[src/rtl/regacc_pkg.sv]
// rtl/regacc_pkg.sv - shared types and widths for the register-access master
package regacc_pkg;

    localparam int REG_ADDR_W = 5;
    localparam int REG_DATA_W = 32;

    typedef enum logic [1:0] {
        IDLE  = 2'd0,
        ISSUE = 2'd1,
        WAIT  = 2'd2,
        RESP  = 2'd3
    } regacc_state_t;

endpackage

[src/rtl/regacc_timeout_ctr.sv]
// rtl/regacc_timeout_ctr.sv - saturating WAIT-state cycle counter with limit flag
module regacc_timeout_ctr #(
    parameter int LIMIT = 16
) (
    input  logic clk,
    input  logic rst_n,
    input  logic clear,
    input  logic inc,
    output logic expired
);

    localparam int CW = $clog2(LIMIT + 1);

    logic [CW-1:0] count;

    always_ff @(posedge clk or negedge rst_n) begin
        if (!rst_n) begin
            count <= '0;
        end else if (clear) begin
            count <= '0;
        end else if (inc && !expired) begin
            count <= count + 1'b1;
        end
    end

    assign expired = (count == CW'(LIMIT));

endmodule

[src/rtl/reg_access_master.sv]
// rtl/reg_access_master.sv - one-at-a-time register file access initiator; REGACC_TIMEOUT_EN adds a WAIT timeout
module reg_access_master
    import regacc_pkg::*;
#(
    parameter int DATA_W         = REG_DATA_W,
    parameter int ADDR_W         = REG_ADDR_W,
    parameter int TIMEOUT_CYCLES = 16
) (
    input  logic              clk,
    input  logic              rst_n,
    input  logic              req_valid,
    output logic              req_ready,
    input  logic [ADDR_W-1:0] req_rs,
    input  logic [ADDR_W-1:0] req_rt,
    input  logic [ADDR_W-1:0] req_rd,
    input  logic              req_wr,
    input  logic [DATA_W-1:0] req_wdata,
    output logic              resp_valid,
    input  logic              resp_ready,
    output logic [DATA_W-1:0] resp_rdata1,
    output logic [DATA_W-1:0] resp_rdata2,
    output logic              resp_err,
    output logic              busy,
    output logic              rf_en,
    output logic              rf_reg_write,
    output logic [ADDR_W-1:0] rf_read_reg1,
    output logic [ADDR_W-1:0] rf_read_reg2,
    output logic [ADDR_W-1:0] rf_write_reg,
    output logic [DATA_W-1:0] rf_write_data,
    input  logic [DATA_W-1:0] rf_read_data1,
    input  logic [DATA_W-1:0] rf_read_data2,
    input  logic              rf_register_done
);

    regacc_state_t state, state_next;
    logic          lat_wr;
    logic          accept;
    logic          capture;
    logic          timed_out;

    assign accept  = (state == IDLE) && req_valid;
    assign capture = (state == WAIT) && rf_register_done;

`ifdef REGACC_TIMEOUT_EN
    logic expired;
    logic err_q;

    regacc_timeout_ctr #(
        .LIMIT(TIMEOUT_CYCLES)
    ) u_timeout (
        .clk    (clk),
        .rst_n  (rst_n),
        .clear  (state == ISSUE),
        .inc    (state == WAIT),
        .expired(expired)
    );

    // A done arriving on the limit cycle wins over the timeout.
    assign timed_out = (state == WAIT) && !rf_register_done && expired;

    always_ff @(posedge clk or negedge rst_n) begin
        if (!rst_n) begin
            err_q <= 1'b0;
        end else if (capture) begin
            err_q <= 1'b0;
        end else if (timed_out) begin
            err_q <= 1'b1;
        end
    end

    assign resp_err = err_q;
`else
    localparam int unused_timeout_cycles = TIMEOUT_CYCLES;

    assign timed_out = 1'b0;
    assign resp_err  = 1'b0;
`endif

    always_ff @(posedge clk or negedge rst_n) begin
        if (!rst_n) begin
            state <= IDLE;
        end else begin
            state <= state_next;
        end
    end

    always_comb begin
        state_next = state;
        case (state)
            IDLE:    if (req_valid) state_next = ISSUE;
            ISSUE:   state_next = WAIT;
            WAIT:    if (capture || timed_out) state_next = RESP;
            RESP:    if (resp_ready) state_next = IDLE;
            default: state_next = IDLE;
        endcase
    end

    // Request fields double as the rf_* drive and hold until the next acceptance.
    always_ff @(posedge clk or negedge rst_n) begin
        if (!rst_n) begin
            rf_read_reg1  <= '0;
            rf_read_reg2  <= '0;
            rf_write_reg  <= '0;
            rf_write_data <= '0;
            lat_wr        <= 1'b0;
        end else if (accept) begin
            rf_read_reg1  <= req_rs;
            rf_read_reg2  <= req_rt;
            rf_write_reg  <= req_rd;
            rf_write_data <= req_wdata;
            lat_wr        <= req_wr;
        end
    end

    always_ff @(posedge clk or negedge rst_n) begin
        if (!rst_n) begin
            resp_rdata1 <= '0;
            resp_rdata2 <= '0;
        end else if (capture) begin
            resp_rdata1 <= rf_read_data1;
            resp_rdata2 <= rf_read_data2;
        end else if (timed_out) begin
            resp_rdata1 <= '0;
            resp_rdata2 <= '0;
        end
    end

    assign req_ready    = (state == IDLE);
    assign busy         = (state != IDLE);
    assign rf_en        = (state == ISSUE);
    assign rf_reg_write = (state == ISSUE) && lat_wr;
    assign resp_valid   = (state == RESP);

endmodule

[config.mk]
export PLATFORM = sky130hd
export DESIGN_NAME = reg_access_master
export DESIGN_NICKNAME = d
export VERILOG_FILES = /design/src/rtl/regacc_pkg.sv /design/src/rtl/regacc_timeout_ctr.sv /design/src/rtl/reg_access_master.sv
export SDC_FILE = /design/constraint.sdc
export NUM_CORES = 1
export LEC_CHECK = 0
export BUFFER_PORTS_ARGS = -buffer_cell sky130_fd_sc_hd__buf_2
export CORE_UTILIZATION = 44
export DETAILED_ROUTE_END_ITERATION = 8
export PLACE_DENSITY = 0.79
export SLEW_MARGIN = 15
export SYNTH_ARGS = -nofsm -noshare
export SYNTH_HDL_FRONTEND = slang
export SYNTH_HIERARCHICAL = 1
export SYNTH_SLANG_ARGS = --single-unit
[constraint.sdc]
create_clock -name clk -period 2.4 [get_ports clk]
set_clock_uncertainty 0.15 [all_clocks]
set_input_delay 0.48 -clock clk [delete_from_list [all_inputs] [get_ports clk]]
set_output_delay 0.48 -clock clk [all_outputs]
set_load 0.1 [all_outputs]
==> metrics.yaml, run 1 <==
status: "completed"
crit_fanout: 4
whs_path_depth: 2
syn-mean-instance-area_um2: 16.8
hold_class: "input port to register"
top_regs: "resp_rdata1: 32 flops, resp_rdata2: 32 flops, rf_write_data: 32 flops"
routabilityCongestion: 0.725
synth_seq_cells: 114
nets: 625
tritoncts: "done"
critPathArrivalTime_ns: 1.68
grt_start_max_net_pins: 52
dieWidth_um: 101
crit_type: "register to primary output"
grt.total_usage: 0.187
max_slew_margin: 0.660
syn_to_final_growth_pct: 44.6
tightestPinTransition_ns: 0.513
drt-pass1-iter-count: 4
max-cap-violations: 0
drive_gt1_frac: 0.744
ctsHtreeMaxLevel: 4
num_vias: 2993
dp_hpwl_mm: 7.18
rsz0062_at_grt: "no"
worstPathRequired_ns: 1.77
die_h_um: 101
rows: 35
antenna_found_initial: 0
dr.first_iter.drc_count: 44
placed_area_um2: 5670
slew_violations: 0
finalSetupViolCount: 0
cts_root_buf: "clkbuf_8"
wl_per_cell_um: 14.7
ys_types: 13
buffer_ports.inserted: 232
regToRegSetupSlack_ns: 0.44
post-cts-setup-buffer-count: 0
crit_slowest_cell: "buf_2"
route.detailed.drc: 0
clock_path_buffers: 2
ant_nets: 0
design.die.area_um2: 10200
first_global_vias: 3127
grt.overflow.total: 0
worst_r2r_path_depth: 5
stdcell_area_um2: 6240
ys_seq_area_frac: 0.661
clk_latency_ns: 0.49
wl_mm: 9.49
post-route-period-util: 0.961
min_period_ns: 2.31
final_hold_viol_count: 0
yosysWarnings: 6
max_stage_delay_ns: 0.41
path_clk_slew_ns: 0.06
vias_per_cell: 4.64
crit_chain: "inv_1 > ha_2 > inv_1 > buf_2"
ios: 234
syn_area_um2: 4320
antenna_cells: 0
grt_pass1_wl_mm: 14.6
initial_core_util: 0.461
cts_buffers: 17
startpoint_type: "register"
end_kind: "primary output"
core_um2: 9370
crit_path_frequent_cell: "inv_1"
worst_hold_slack_ns: 0.0718
fmaxAchievable_mhz: 433
syn_inst: 257
cts.sinks: 114
syn_nets: 379
-- final cells by class --
type,instances,area (µm²)
Sequential cell,114,2850
Fill cell,730,3130
Multi-Input combinational cell,125,1390
Timing Repair Buffer,239,1260
Clock buffer,19,422
Inverter,6,22.5
Tap cell,129,161
Clock inverter,13,138
-- worst paths after layout --
check	from	end
max	state[0]$_DFFE_PN0P_	busy
min	rf_read_data1[30]	resp_rdata1[30]$_DFFE_PN0P_
max reg2reg	state[0]$_DFFE_PN0P_	resp_rdata2[9]$_DFFE_PN0P_
min reg2reg	resp_rdata1[17]$_DFFE_PN0P_	resp_rdata1[17]$_DFFE_PN0P_
max in group asynchronous	rst_n	rf_write_data[17]$_DFFE_PN0P_
min in group asynchronous	rst_n	resp_rdata1[23]$_DFFE_PN0P_
-- cell usage in the layout, fill, tap and decap left out --
| master | n |
|---|---|
| ha_1 | 4 |
| conb_1 | 1 |
| ha_2 | 1 |
| dfrtp_1 | 114 |
| inv_1 | 6 |
| bufinv_16 | 2 |
| clkbuf_1 | 2 |
| clkbuf_16 | 16 |
| buf_4 | 4 |
| and2_2 | 1 |
| buf_12 | 3 |
| a222oi_1 | 1 |
| nor2_1 | 1 |
| mux2_2 | 112 |
| buf_2 | 229 |
| nand2_2 | 2 |
| dlygate4sd3_1 | 1 |
| clkinvlp_4 | 3 |
| clkinv_2 | 4 |
| clkbuf_4 | 2 |
| mux2i_1 | 1 |
| inv_6 | 1 |
| clkinv_4 | 3 |
| clkbuf_8 | 1 |
| mux2_1 | 1 |
-- metal layers --
layer  up-vias  GRT usage  share of wire
li1       1393          -              -
met1      1462      0.192           0.36
met2       134      0.350           0.54
met3         4     0.0714          0.090
met4         0     0.0557         0.0042
met5         -          0              0
-- critical path, delay by kind of cell, from the launching register on --
family	cells	cell delay, ns
buf+inv	3	0.58
flops	1	0.38
fa+ha+maj	1	0.23
-- timing repair --
action,4_1_cts,5_1_grt
setup endpoints to repair,0,2
hold buffers,1,0
resized for setup,0,2
endpoints found under the hold margin,26,0
-- stage by stage --
stage / setup TNS (ns) / util / setup WS, ns / std cells
2_1_floorplan: -0.140 / - / -0.140 / 257
3_3_place_gp: 0 / 0.605 / 0.532 / 612
3_5_place_dp: 0 / 0.605 / 0.441 / 612
4_1_cts: 0 / 0.666 / 0.0170 / 645
5_1_grt: 0 / 0.666 / 0.0220 / 645
6_report: 0 / 0.666 / 0.0928 / 645
-- cell families after synthesis --
kind of cell               after synthesis  share of synthesized area
adders and majority gates                5                     0.0145
muxes                                  114                      0.297
buffers and inverters                   18                     0.0203
AOI/OAI and AO/OA                        1                    0.00232
DFF                                    114                      0.661
and+or+nand+nor                          4                    0.00406
other                                    1                   0.000869
-- cell usage after synthesis --
master      n  area, µm²
conb_1      1       3.75
nand2_1     2       7.51
mux2i_1     1       10.0
mux2_2    112       1260
nor2_1      1       3.75
and2_1      1       6.26
mux2_1      1       11.3
a222oi_1    1       10.0
dfrtp_1   114       2850
inv_1       6       22.5
buf_2      10       50.1
ha_1        5       62.6
buf_4       2       15.0
Power of run 1 is not shown: default switching activity piles up to over one toggle a cycle in this logic, so the estimate is an artifact.
==> run 2: changes to the inputs <==
==> constraint.sdc (replaced) <==
create_clock -name clk -period 2.3 [get_ports clk]
set_clock_uncertainty 0.15 [all_clocks]
set_input_delay 0.46 -clock clk [delete_from_list [all_inputs] [get_ports clk]]
set_output_delay 0.46 -clock clk [all_outputs]
set_load 0.1 [all_outputs]
==> metrics.yaml, run 2 (synthesis gave the netlist of run 1 again) <==
antenna_found_initial: 0  # unchanged
worst_r2r_path_depth: 4  # was 5
rows: 35  # unchanged
die_h_um: 101  # unchanged
dieWidth_um: 101  # unchanged
buffer_ports.inserted: 232  # unchanged
final_common_cell: "buf_2"  # unchanged
post-route-period-util: 0.959
crit_fanout: 4  # unchanged
crit_family: "buffers and inverters"  # unchanged
grt.total_usage: 0.197  # was 0.187
finalSetupTns_ns: 0  # unchanged
ctsHtreeMaxLevel: 4  # unchanged
crit_cells: 3  # was 4
max_slew_margin: 0.624  # was 0.660
cts_buffers: 17  # unchanged
worst_hold_slack_ns: 0.0484  # was 0.0718 ns
ant_nets: 0  # unchanged
cts_root_buf: "clkbuf_8"  # unchanged
tritoncts: "done"  # unchanged
routabilityCongestion: 0.732  # was 0.725
vias_per_cell: 4.70  # was 4.64
clk_latency_ns: 0.48  # was 0.49 ns
path_buf_inv: 2  # was 3
dr.first_iter.drc_count: 57  # was 44
slew_violations: 0  # unchanged
final_hold_viol_count: 0  # unchanged
max_stage_delay_ns: 0.43  # was 0.41 ns
ios: 234  # unchanged
grtUsageMet2: 0.359  # was 0.350
antenna_cells: 0  # unchanged
initial_core_util: 0.461  # unchanged
tightestPinTransition_ns: 0.563  # was 0.513 ns
hold_class: "input port to register"  # unchanged
rsz0062_at_grt: "no"  # unchanged
most-common-layout-cells: "228 x buf_2, 114 x dfrtp_1, 112 x mux2_2"  # was 229 x buf_2, 114 x dfrtp_1, 112 x mux2_2
fmaxAchievable_mhz: 453
grt.busiest_layer: "met2"  # unchanged
grt_pass1_wl_mm: 15.0  # was 14.6 mm
path_clk_slew_ns: 0.06  # about the same
route.detailed.drc: 0  # unchanged
syn_to_final_growth_pct: 45.6  # was 44.6%
stdcell_area_um2: 6280  # was 6240 µm²
critPathArrivalTime_ns: 1.60  # was 1.68 ns
dp_hpwl_mm: 7.21  # was 7.18 mm
grt_start_max_net_pins: 55  # was 52
gr-usage-met3: 0.0777  # was 0.0714
wl_per_cell_um: 14.9  # was 14.7 µm
use_met1: 0.208  # was 0.192
design.die.area_um2: 10200  # unchanged
wl_mm: 9.63  # was 9.49 mm
drive_gt1_frac: 0.749  # was 0.744
worstPathRequired_ns: 1.69  # was 1.77 ns
top_regs: "resp_rdata1: 32 flops, resp_rdata2: 32 flops, rf_write_data: 32 flops"  # unchanged
core_um2: 9370  # unchanged
placed_area_um2: 5680  # was 5670 µm²
status: "completed"  # unchanged
crit_chain: "inv_1 > ha_1 > buf_2"  # was inv_1 > ha_2 > inv_1 > buf_2
end_kind: "primary output"  # unchanged
grt.overflow.total: 0  # unchanged
crit_type: "register to primary output"  # unchanged
whs_path_depth: 2  # unchanged
nets: 626  # was 625
crit_slowest_cell: "buf_2"  # unchanged
startpoint_type: "register"  # unchanged
num_vias: 3039  # was 2993
max-cap-violations: 0  # unchanged
post-cts-setup-buffer-count: 0  # unchanged
drt-pass1-iter-count: 5  # was 4
cts.sinks: 114  # unchanged
finalSetupViolCount: 0  # unchanged
min_period_ns: 2.21
clock_path_buffers: 2  # unchanged
first_global_vias: 3162  # was 3127
[run 2: cell types whose count changed in the layout (fill, tap and decap cells not counted)]
| cell | change |
|---|---|
| buf_2 | -1 |
| buf_4 | +3 |
| clkbuf_1 | -2 |
| clkbuf_4 | -1 |
| clkbuf_8 | +2 |
| clkinv_2 | -4 |
| clkinv_4 | -1 |
| clkinvlp_4 | +2 |
| inv_6 | +3 |
[run 2: metal layers]
| layer | share of wire | routed length (µm) |
|---|---|---|
| met1 | 0.38 | 3610 |
| met5 | 0 | 0 |
| met2 | 0.53 | 5140 |
| met4 | 0.0069 | 66 |
| met3 | 0.084 | 813 |
[run 2: timing repair]
action | in CTS | in global routing
hold buffers | 1 | 0
setup endpoints to repair | 2 | 1
endpoints found under the hold margin | 37 | 0
gates resized for setup | 2 | 1
[run 2: worst register-to-register path: stages (launching register included)]
cell and delay (ns):
dfrtp_1 0.37, inv_1 0.10, ha_1 0.25, a222oi_1 0.47, mux2_1 0.37
[run 2: stage by stage]
step	std cells	utilization	setup slack, ns
final	646	0.671	0.0948
after global routing	646	0.671	0.0105
after CTS	646	0.670	0.0143
after detailed placement	613	0.606	0.460
after global placement	613	0.606	0.506
after floorplan	257	-	-0.220
[run 2: final timing paths]
path | from | endpoint | slack, ns
setup / recovery | state[1]$_DFFE_PN0P_ | rf_en | 0.09
hold / removal | req_rs[2] | rf_read_reg1[2]$_DFFE_PN0P_ | 0.05
setup reg to reg | state[0]$_DFFE_PN0P_ | state[1]$_DFFE_PN0P_ | 0.47
hold reg to reg | resp_rdata2[22]$_DFFE_PN0P_ | resp_rdata2[22]$_DFFE_PN0P_ | 0.35
max in group asynchronous | rst_n | resp_rdata1[2]$_DFFE_PN0P_ | 1.04
min in group asynchronous | rst_n | resp_rdata1[27]$_DFFE_PN0P_ | 0.38
[run 2: area by class of cell]
class | instances | area, µm²
flip-flops and latches | 114 | 2850
clock inverters | 13 | 150
repair buffers | 240 | 1270
clock buffers | 19 | 442
fillers | 708 | 3090
multi-input cells | 125 | 1390
inverters | 6 | 22.5
well taps | 129 | 161
Power of run 2 is left out for the same reason.
==> run 3: changes to the inputs <==
--- a/config.mk
+++ b/config.mk
@@ -5,10 +5,9 @@
 export SDC_FILE = /design/constraint.sdc
 export NUM_CORES = 1
 export LEC_CHECK = 0
-export BUFFER_PORTS_ARGS = -buffer_cell sky130_fd_sc_hd__buf_2
-export CORE_UTILIZATION = 44
+export CORE_UTILIZATION = 50
 export DETAILED_ROUTE_END_ITERATION = 8
-export PLACE_DENSITY = 0.79
+export DONT_BUFFER_PORTS = 1
 export SLEW_MARGIN = 15
 export SYNTH_ARGS = -nofsm -noshare
 export SYNTH_HDL_FRONTEND = slang
==> metrics.yaml, run 3 <==
status: "stopped before the end"  # was completed
failed_stage: "clock tree synthesis"
error_line: "[ERROR RSZ-0060] Max buffer count reached."
ys_top_cells_by_count: "114 x dfrtp_1, 112 x mux2_2, 10 x buf_2"  # unchanged
yosys_most_used_dff: "dfrtp_1"  # unchanged
async_flop_share: 1.00  # unchanged
netlist.top_cell.by_area: "dfrtp_1"  # unchanged
ios: 234  # unchanged
syn_nets: 379  # unchanged
synth.most_common_cell: "dfrtp_1"  # unchanged
cts.sinks: 114  # unchanged
initial_core_util: 0.520  # was 0.461
synth_edf_count: 0  # unchanged
holdBufCountCts: 101  # was 1
syn-mean-instance-area_um2: 16.8  # unchanged
cts.repair.resized: 0  # was 2
routabilityCongestion: 0.666  # was 0.732
placed_area_um2: 4480  # was 5680 µm²
yosysWarnings: 6  # unchanged
buffer_ports.inserted: 0  # was 232
yosys.area.top_type_share: 0.661  # unchanged
synth_area_leaders: "dfrtp_1 66%, mux2_2 29%, ha_1 1.4%"  # unchanged
cts_root_buf: "clkbuf_8"  # unchanged
synth_seq_cells: 114  # unchanged
ys_types: 13  # unchanged
post-cts-setup-buffer-count: 0  # unchanged
ys_seq_area_frac: 0.661  # unchanged
syn_inst: 257  # unchanged
die_h_um: 94.9  # was 101 µm
cts_buffers: 17  # unchanged
clock_path_buffers: 2  # unchanged
dieWidth_um: 94.9  # was 101 µm
dp_hpwl_mm: 5.67  # was 7.21 mm
rows: 33  # was 35
syn_area_um2: 4320  # unchanged
ctsHtreeMaxLevel: 4  # unchanged
-- run 3: cell counts after synthesis --
No cell type changed its count.
-- run 3: metrics by stage --
| step | setup WS, ns | hold slack, ns | TNS, ns | std cells |
|---|---|---|---|---|
| after floorplan | -0.220 | 0.0144 | -0.220 | 257 |
| after detailed placement | 0.467 | 0.0168 | 0 | 359 |
| after global placement | 0.551 | 0.0166 | 0 | 359 |
-- run 3: logic make-up after synthesis --
kind of cell / Yosys count / share of synthesized area
compound gates: 1 / 0.00232
fa+ha+maj: 5 / 0.0145
buf+inv: 18 / 0.0203
flops: 114 / 0.661
mux: 114 / 0.297
other cells: 1 / 0.000869
simple gates: 4 / 0.00406
==> run 4: changes to the inputs <==
--- a/config.mk
+++ b/config.mk
@@ -5,9 +5,10 @@
 export SDC_FILE = /design/constraint.sdc
 export NUM_CORES = 1
 export LEC_CHECK = 0
-export CORE_UTILIZATION = 50
+export CORE_UTILIZATION = 35
 export DETAILED_ROUTE_END_ITERATION = 8
 export DONT_BUFFER_PORTS = 1
+export PLACE_DENSITY_LB_ADDON = 0.15
 export SLEW_MARGIN = 15
 export SYNTH_ARGS = -nofsm -noshare
 export SYNTH_HDL_FRONTEND = slang
==> metrics.yaml, run 4 (synthesis gave the netlist of run 1 again) <==
ios: 234  # unchanged
first_global_vias: 2339
startpoint_type: "register"
tightestPinTransition_ns: 0.942
finalSetupViolCount: 0
min_period_ns: 2.06
max_slew_margin: 0.372
hold_class: "input port to asynchronous set/reset pin"
wl_mm: 8.43
dieWidth_um: 113  # was 94.9 µm
clock_path_buffers: 2  # unchanged
crit_chain: "inv_1 > ha_2 > buf_4"
post-cts-setup-buffer-count: 0  # unchanged
max_stage_delay_ns: 0.39
antenna_found_initial: 1
clk_latency_ns: 0.40
finalSetupTns_ns: 0
critPathArrivalTime_ns: 1.45
grt_start_max_net_pins: 115
cts_root_buf: "clkbuf_16"  # was clkbuf_8
violations: "hold timing"
top_regs: "resp_rdata1: 32 flops, resp_rdata2: 32 flops, rf_write_data: 32 flops"
path_clk_slew_ns: 0.05
core_um2: 12000
final_hold_viol_count: 114
ant_nets: 0
grt.overflow.total: 0
nets: 394
most-common-layout-cells: "114 x dfrtp_1, 112 x mux2_2, 17 x clkbuf_16"
worstPathRequired_ns: 1.69
crit_start: "state[0]$_DFFE_PN0P_"
buffer_ports.inserted: 0  # unchanged
crit_fanout: 4
drive_gt1_frac: 0.532
design.die.area_um2: 12800
place_ws_ns: 0.426  # was 0.467 ns
num_vias: 2132
wl_per_cell_um: 19.5
initial_core_util: 0.359  # was 0.520
worst_hold_slack_ns: -0.393
post-route-period-util: 0.895
tritoncts: "done"
r2r-start: "state[0]$_DFFE_PN0P_"
crit_type: "register to primary output"
routabilityCongestion: 0.675  # was 0.666
drt-pass1-iter-count: 4
slew_violations: 0
rows: 40  # was 33
rsz0062_at_grt: "no"
crit_family: "buffers and inverters"
max-cap-violations: 0
dp_hpwl_mm: 5.92  # was 5.67 mm
crit_slowest_cell: "dfrtp_1"
placed_area_um2: 4540  # was 4480 µm²
grt_pass1_wl_mm: 12.6
ctsHtreeMaxLevel: 4  # unchanged
end_kind: "primary output"
cts.repair.resized: 0  # unchanged
fmaxAchievable_mhz: 486
stdcell_area_um2: 5100
syn_to_final_growth_pct: 18.2
dr.first_iter.drc_count: 60
die_h_um: 113  # was 94.9 µm
route.detailed.drc: 0
final_common_cell: "dfrtp_1"
cts.sinks: 114  # unchanged
final_util: 0.425
cts_buffers: 17  # unchanged
grt.total_usage: 0.136
path_buf_inv: 2
vias_per_cell: 4.94
status: "finished with violations"  # was stopped before the end
setup_ws_ns: 0.241
[run 4: path summary, 6_finish.rpt]
path                       slack (ns)  depth (start not counted)                           to
max in group asynchronous        2.24                          0         state[0]$_DFFE_PN0P_
min reg2reg                      0.36                          1           lat_wr$_DFFE_PN0P_
min in group clk                 0.05                          1  rf_write_reg[3]$_DFFE_PN0P_
max reg2reg                      0.47                          4         state[1]$_DFFE_PN0P_
max                              0.24                          3                    req_ready
min                             -0.39                          0  rf_read_reg2[4]$_DFFE_PN0P_
[run 4: cell type report]
class	instances	area (µm²)
antenna	1	2.50
clock buffer	26	509
clock inverter	5	50.0
fill	1088	6910
inverter	6	22.5
multi-input combinational	125	1390
sequential	114	2850
tap	147	184
timing repair buffer	8	97.6
[run 4: layer usage]
metal	up-vias	GRT usage	share of wire
met5	-	0	0
met4	0	0.0684	0.016
met3	11	0.0819	0.12
met2	131	0.228	0.52
met1	1071	0.133	0.34
li1	919	-	-
[run 4: per-stage QoR]
step	hold slack [ns]	instances
after global placement	0.0165	400
final	-0.393	432
after detailed placement	0.0165	400
after floorplan	0.0144	257
after CTS	-0.418	431
after global routing	-0.423	431
Power of run 4 is left out for the same reason.
